===== config.mk =====
export PLATFORM = sky130hd
export DESIGN_NAME = iter_addsub
export DESIGN_NICKNAME = d
export VERILOG_FILES = /design/src/rtl/iter_addsub_pkg.sv /design/src/rtl/iter_addsub_chunk_adder.sv /design/src/rtl/iter_addsub.sv
export SDC_FILE = /design/constraint.sdc
export NUM_CORES = 1
export LEC_CHECK = 0
export BUFFER_PORTS_ARGS = -buffer_cell sky130_fd_sc_hd__clkbuf_2
export CAP_MARGIN = 20
export CORE_MARGIN = 5
export CORE_UTILIZATION = 52
export CTS_BUF_LIST = sky130_fd_sc_hd__clkbuf_4 sky130_fd_sc_hd__clkbuf_8
export DETAILED_ROUTE_END_ITERATION = 8
export PLACE_DENSITY_LB_ADDON = 0.05
export REMOVE_ABC_BUFFERS = 1
export SLEW_MARGIN = 20
export SYNTH_ARGS = -nofsm -noshare
export SYNTH_HDL_FRONTEND = slang
export SYNTH_SLANG_ARGS = --single-unit

===== constraint.sdc =====
create_clock -name clk -period 3.1 [get_ports clk]
set_input_delay 0.775 -clock clk [delete_from_list [all_inputs] [get_ports clk]]
set_output_delay 0.775 -clock clk [all_outputs]
set_load 0.02 [all_outputs]

===== src/rtl/iter_addsub_pkg.sv =====
// Shared definitions for the iterative chunked adder/subtractor.
package iter_addsub_pkg;

  // Control FSM states; also exported on the debug port.
  typedef enum logic [1:0] {
    ST_IDLE = 2'd0,
    ST_RUN  = 2'd1,
    ST_DONE = 2'd2
  } state_e;

  // Operation select encoding for op_sub.
  localparam logic OP_ADD = 1'b0;
  localparam logic OP_SUB = 1'b1;

  // Chunk counter width: enough bits to index every chunk, never less than 1.
  function automatic int cnt_width(input int n);
    return (n > 1) ? $clog2(n) : 1;
  endfunction

endpackage


===== src/rtl/iter_addsub_chunk_adder.sv =====
// One CHUNK-bit slice of a ripple adder. Also reports the carry into its
// top bit so the caller can form signed overflow on the final slice.
module chunk_adder #(
  parameter int CHUNK = 8
) (
  input  logic [CHUNK-1:0] a,
  input  logic [CHUNK-1:0] b,
  input  logic             cin,
  output logic [CHUNK-1:0] sum,
  output logic             cout,
  output logic             c_msb_in
);

  logic [CHUNK:0] full;

  // Plain binary add with one extra bit for the carry out; the carry into the
  // MSB is recovered from the MSB sum bit and its two operand bits.
  always_comb begin
    full     = {1'b0, a} + {1'b0, b} + {{CHUNK{1'b0}}, cin};
    sum      = full[CHUNK-1:0];
    cout     = full[CHUNK];
    c_msb_in = full[CHUNK-1] ^ a[CHUNK-1] ^ b[CHUNK-1];
  end

endmodule


===== src/rtl/iter_addsub.sv =====
// Iterative add/subtract: processes CHUNK bits per cycle, LSB chunk first,
// through a single shared chunk_adder. Latency is WIDTH/CHUNK cycles from
// accept to result_valid.
//
// Handshakes: a transfer happens on a rising edge where valid and ready are
// both 1. start_ready is high only in IDLE; result_valid is high only in DONE
// and the result/flags stay frozen until result_ready completes the transfer.
module iter_addsub
  import iter_addsub_pkg::*;
#(
  parameter int WIDTH = 32,
  parameter int CHUNK = 8
) (
  input  logic             clk,
  input  logic             rst_n,
  input  logic             start_valid,
  output logic             start_ready,
  input  logic             op_sub,
  input  logic [WIDTH-1:0] input_a,
  input  logic [WIDTH-1:0] input_b,
  output logic [WIDTH-1:0] result,
  output logic             carry_out,
  output logic             overflow,
  output logic             zero,
  output logic             result_valid,
  input  logic             result_ready,
  output logic [1:0]       dbg_state_o
);

  localparam int NCHUNK = WIDTH / CHUNK;
  localparam int CNT_W  = cnt_width(NCHUNK);
  localparam logic [CNT_W-1:0] LAST_CNT   = CNT_W'(NCHUNK - 1);
  localparam logic [WIDTH-1:0] CHUNK_MASK = WIDTH'({CHUNK{1'b1}});

  state_e           state_q, state_d;
  logic [CNT_W-1:0] cnt_q, cnt_d;
  logic             carry_q, carry_d;
  logic [WIDTH-1:0] acc_q, acc_d;
  logic [WIDTH-1:0] a_q, b_q;
  logic             op_q;
  logic [WIDTH-1:0] res_q, res_d;
  logic             cout_q, cout_d;
  logic             ovf_q, ovf_d;
  logic             zero_q, zero_d;

  logic             accept;
  int unsigned      shamt;
  logic [CHUNK-1:0] a_chunk, b_chunk, sum_chunk;
  logic             chunk_cout, chunk_c_msb;

  assign accept = start_valid && (state_q == ST_IDLE);

  // Select the current chunk of each operand; B is inverted for subtract.
  always_comb begin
    shamt   = 32'(cnt_q) * CHUNK;
    a_chunk = CHUNK'(a_q >> shamt);
    b_chunk = (op_q == OP_ADD) ? CHUNK'(b_q >> shamt) : ~CHUNK'(b_q >> shamt);
  end

  chunk_adder #(
    .CHUNK (CHUNK)
  ) u_chunk_adder (
    .a        (a_chunk),
    .b        (b_chunk),
    .cin      (carry_q),
    .sum      (sum_chunk),
    .cout     (chunk_cout),
    .c_msb_in (chunk_c_msb)
  );

  // Next-state and datapath update for the IDLE/RUN/DONE controller.
  always_comb begin
    state_d = state_q;
    cnt_d   = cnt_q;
    carry_d = carry_q;
    acc_d   = acc_q;
    res_d   = res_q;
    cout_d  = cout_q;
    ovf_d   = ovf_q;
    zero_d  = zero_q;
    case (state_q)
      ST_IDLE: begin
        if (accept) begin
          state_d = ST_RUN;
          cnt_d   = '0;
          // Subtract is A + ~B + 1: the +1 enters as carry-in of chunk 0.
          carry_d = (op_sub == OP_SUB);
          acc_d   = '0;
        end
      end
      ST_RUN: begin
        acc_d   = (acc_q & ~(CHUNK_MASK << shamt)) | (WIDTH'(sum_chunk) << shamt);
        carry_d = chunk_cout;
        if (cnt_q == LAST_CNT) begin
          state_d = ST_DONE;
          cnt_d   = '0;
          res_d   = acc_d;
          cout_d  = chunk_cout;
          ovf_d   = chunk_cout ^ chunk_c_msb;
          zero_d  = (acc_d == '0);
        end else begin
          cnt_d = cnt_q + CNT_W'(1);
        end
      end
      ST_DONE: begin
        if (result_ready) begin
          state_d = ST_IDLE;
        end
      end
      default: state_d = ST_IDLE;
    endcase
  end

  // Controller, chunk counter, carry and result registers.
  always_ff @(posedge clk or negedge rst_n) begin
    if (!rst_n) begin
      state_q <= ST_IDLE;
      cnt_q   <= '0;
      carry_q <= 1'b0;
      acc_q   <= '0;
      res_q   <= '0;
      cout_q  <= 1'b0;
      ovf_q   <= 1'b0;
      zero_q  <= 1'b0;
    end else begin
      state_q <= state_d;
      cnt_q   <= cnt_d;
      carry_q <= carry_d;
      acc_q   <= acc_d;
      res_q   <= res_d;
      cout_q  <= cout_d;
      ovf_q   <= ovf_d;
      zero_q  <= zero_d;
    end
  end

  // Operands are captured only at accept so later input changes are ignored.
  always_ff @(posedge clk or negedge rst_n) begin
    if (!rst_n) begin
      a_q  <= '0;
      b_q  <= '0;
      op_q <= 1'b0;
    end else if (accept) begin
      a_q  <= input_a;
      b_q  <= input_b;
      op_q <= op_sub;
    end
  end

  assign start_ready  = (state_q == ST_IDLE);
  assign result_valid = (state_q == ST_DONE);
  assign result       = res_q;
  assign carry_out    = cout_q;
  assign overflow     = ovf_q;
  assign zero         = zero_q;
  assign dbg_state_o  = state_q;

endmodule

==> results.yml <==
sta:
  max_slew_margin_pct: 45.3
  finalCritPeriodShare_pct: 98.4
  min_period_ns: 3.05
  tightest_slew_ns: 0.815
  fin_skew_ns: 0.0120
  fmax_mhz: 328
  maxSlewViolCount: 0
  setup_violations: 0
  finalHoldViolations: 0
  tns_ns: 0
  rsz0062_at_grt: "true"
synth:
  synthFlopType: "dfrtp_1"
  synth_area_um2: 6050
  ys_types: 47
  yosys_register_bits: 130
  syn_inst: 622
  yosysSeqAreaShare_pct: 53.8
  yosysWarnings: 0
  async_reset_ff_share_pct: 100
  avgSynthCellArea_um2: 9.72
  synth-edff-count: 0
final_layout:
  fillers: 981
  multiInputGateArea_um2: 2650
  post-route-cell-area_um2: 7390
  final_cell_mix: "nand2_1, dfrtp_1, clkbuf_2"
  antenna_cells: 0
  post-route-util_pct: 64.7
  drive_above_1_share_pct: 26.8
  regArea_um2: 3250
  syn_to_final_growth_pct: 22.2
  nets: 829
  mostFrequentLayoutCell: "nand2_1"
route:
  wl_met3_um: 765
  vias: 4861
  first_pass_iters: 5
  routed-wl-met2_um: 7370
  ant_nets: 0
  drtIter0Drc: 242
  top_layer: "met4"
  met1Wirelength_um: 6190
  routed_via_density: 5.38
  routed_wl_um: 14500
  wl_per_cell_um: 16.1
  drc: 0
grt:
  overflow: 0
  grtUsageTotal_pct: 21.5
  grt_pass1_vias: 4933
  grt_pass1_wl_um: 24400
  antenna_found_initial: 0
  grt_max_degree: 52
worst_setup_path:
  critPathRequiredTime_ns: 3.45
  startpoint: "cnt_q[0]$_DFFE_PN0P_"
  timing.rr.start: "cnt_q[0]$_DFFE_PN0P_"
  endpoint: "zero$_DFFE_PN0P_"
  crit_path_end_kind: "flip-flop"
  start_kind: "flip-flop"
  r2r-end: "zero$_DFFE_PN0P_"
  rr_worst_depth: 12
  arrival_ns: 3.40
  path_max_fanout: 6
  ff2ff_setup_slack_ns: 0.05
  path_class: "flip-flop to flip-flop"
clock_network:
  cts.path.max_buffers: 2
  cts_buffers: 17
  cts_root_buf: "clkbuf_8"
  clk_pin_slew_ns: 0.08
  htree_levels: 4
  insertion_delay_ns: 0.45
  tritoncts: "built"
  clock_sinks: 130
floorplanning:
  rows: 39
  design.die.area_um2: 13900
  core-area_um2: 11400
  ios: 108
  die_w_um: 118
  die_y_um: 118
  start_util_pct: 52.9
run:
  maxCapViolations: 0
placed_design:
  hpwlAfterDp_um: 10400
  placed_area_um2: 6870
  gp_congestion: 0.865
  port_buffers: 107
hold_path:
  hold_class: "input port to asynchronous set/reset pin"
run_status:
  run_status: "finished clean"
## through the flow
stage	setup slack, ns	hold slack (ns)	std cells
2_1_floorplan	-0.776	0.437	587
3_3_place_gp	-0.0449	0.454	868
3_5_place_dp	-0.171	0.460	868
4_1_cts	-0.0517	0.361	902
5_1_grt	-0.131	0.385	903
6_report	0.0498	0.348	903
## logic make-up (layout without fill, tap and decap cells)
logic type,Yosys count,in the layout,share of synthesized area [%]
and+or+nand+nor,298,298,20.1
muxes,18,18,6.37
xor gates and xnor gates,15,15,2.42
AOI/OAI and AO/OA,103,103,11.3
DFF,130,130,53.8
buffers and inverters,45,183,3.08
adders and majority gates,13,13,2.94
## timing repair
item                       CTS  global route
setup endpoints to repair    8            18
resized for setup            5             3
hold buffers                 0             0
pin swaps                    4             3
buffers inserted             2             1
## per-layer routing
layer / up-vias / track usage (%)
met2: 154 / 34.8
li1: 2354 / -
met4: 0 / 8.32
met1: 2326 / 28.2
met3: 27 / 5.24
met5: - / 0
## how the worst min path moves through the flow
stage | to | slack (ns) | cells after the start | startpoint
floorplan | b_q[10]$_DFFE_PN0P_ | 0.44 | 2 | b_q[10]$_DFFE_PN0P_
detailed placement | b_q[26]$_DFFE_PN0P_ | 0.46 | 2 | b_q[26]$_DFFE_PN0P_
CTS | result[15]$_DFFE_PN0P_ | 0.36 | 1 | rst_n
global placement | b_q[18]$_DFFE_PN0P_ | 0.45 | 2 | b_q[18]$_DFFE_PN0P_
global route | result[15]$_DFFE_PN0P_ | 0.38 | 1 | rst_n
finish | result[10]$_DFFE_PN0P_ | 0.35 | 1 | rst_n
## flip-flops by register name (all words and copies together) (netlist names)
register	count
acc_q	25
carry_q	1
result	32
dbg_state_o	2
b_q	32
overflow	1
cnt_q	2
carry_out	1
op_q	1
a_q	32
zero	1
## Yosys cell counts (2+ instances only)
library cell / instances / area, µm²
nand2_1: 244 / 916
dfrtp_1: 130 / 3250
o21ai_0: 32 / 160
clkbuf_1: 22 / 82.6
a22o_1: 21 / 184
nor2_1: 16 / 60.1
a21oi_1: 15 / 75.1
a22oi_1: 15 / 113
mux4_2: 15 / 338
ha_1: 11 / 138
inv_1: 10 / 37.5
nor3_1: 8 / 40.0
xor2_1: 8 / 70.1
nor2b_1: 6 / 37.5
o21ai_1: 6 / 30.0
buf_1: 5 / 18.8
buf_2: 5 / 25.0
nand3_1: 5 / 25.0
xnor2_1: 5 / 43.8
nor4_1: 4 / 25.0
o31ai_1: 4 / 30.0
buf_4: 3 / 22.5
nand4_1: 3 / 18.8
fa_1: 2 / 40.0
nand2b_1: 2 / 12.5
nand4b_1: 2 / 17.5
o21a_1: 2 / 15.0
or4_1: 2 / 15.0
## worst max-delay path, cell delays in order, from the launching register on
cell,delay [ns]
dfrtp_1,0.38
buf_6,0.15
mux4_2,0.51
xor2_1,0.17
buf_4,0.14
ha_1,0.26
nor2b_4,0.13
o2111ai_1,0.25
nand4b_1,0.14
xor2_1,0.20
nor4_2,0.24
nand4b_1,0.15
o41ai_2,0.23
## final cells by class
class                           count  share of cell area [%]
Sequential cell                   130                    44.0
Multi-Input combinational cell    447                    35.8
Timing Repair Buffer              141                    11.0
Clock buffer                       19                    3.45
Clock inverter                     13                    2.81
Tap cell                          143                    2.42
Inverter                           10                   0.508
Power is left out: the tool's default activity adds up to more than one toggle a clock period on the data nets, which glitch-free logic cannot reach.
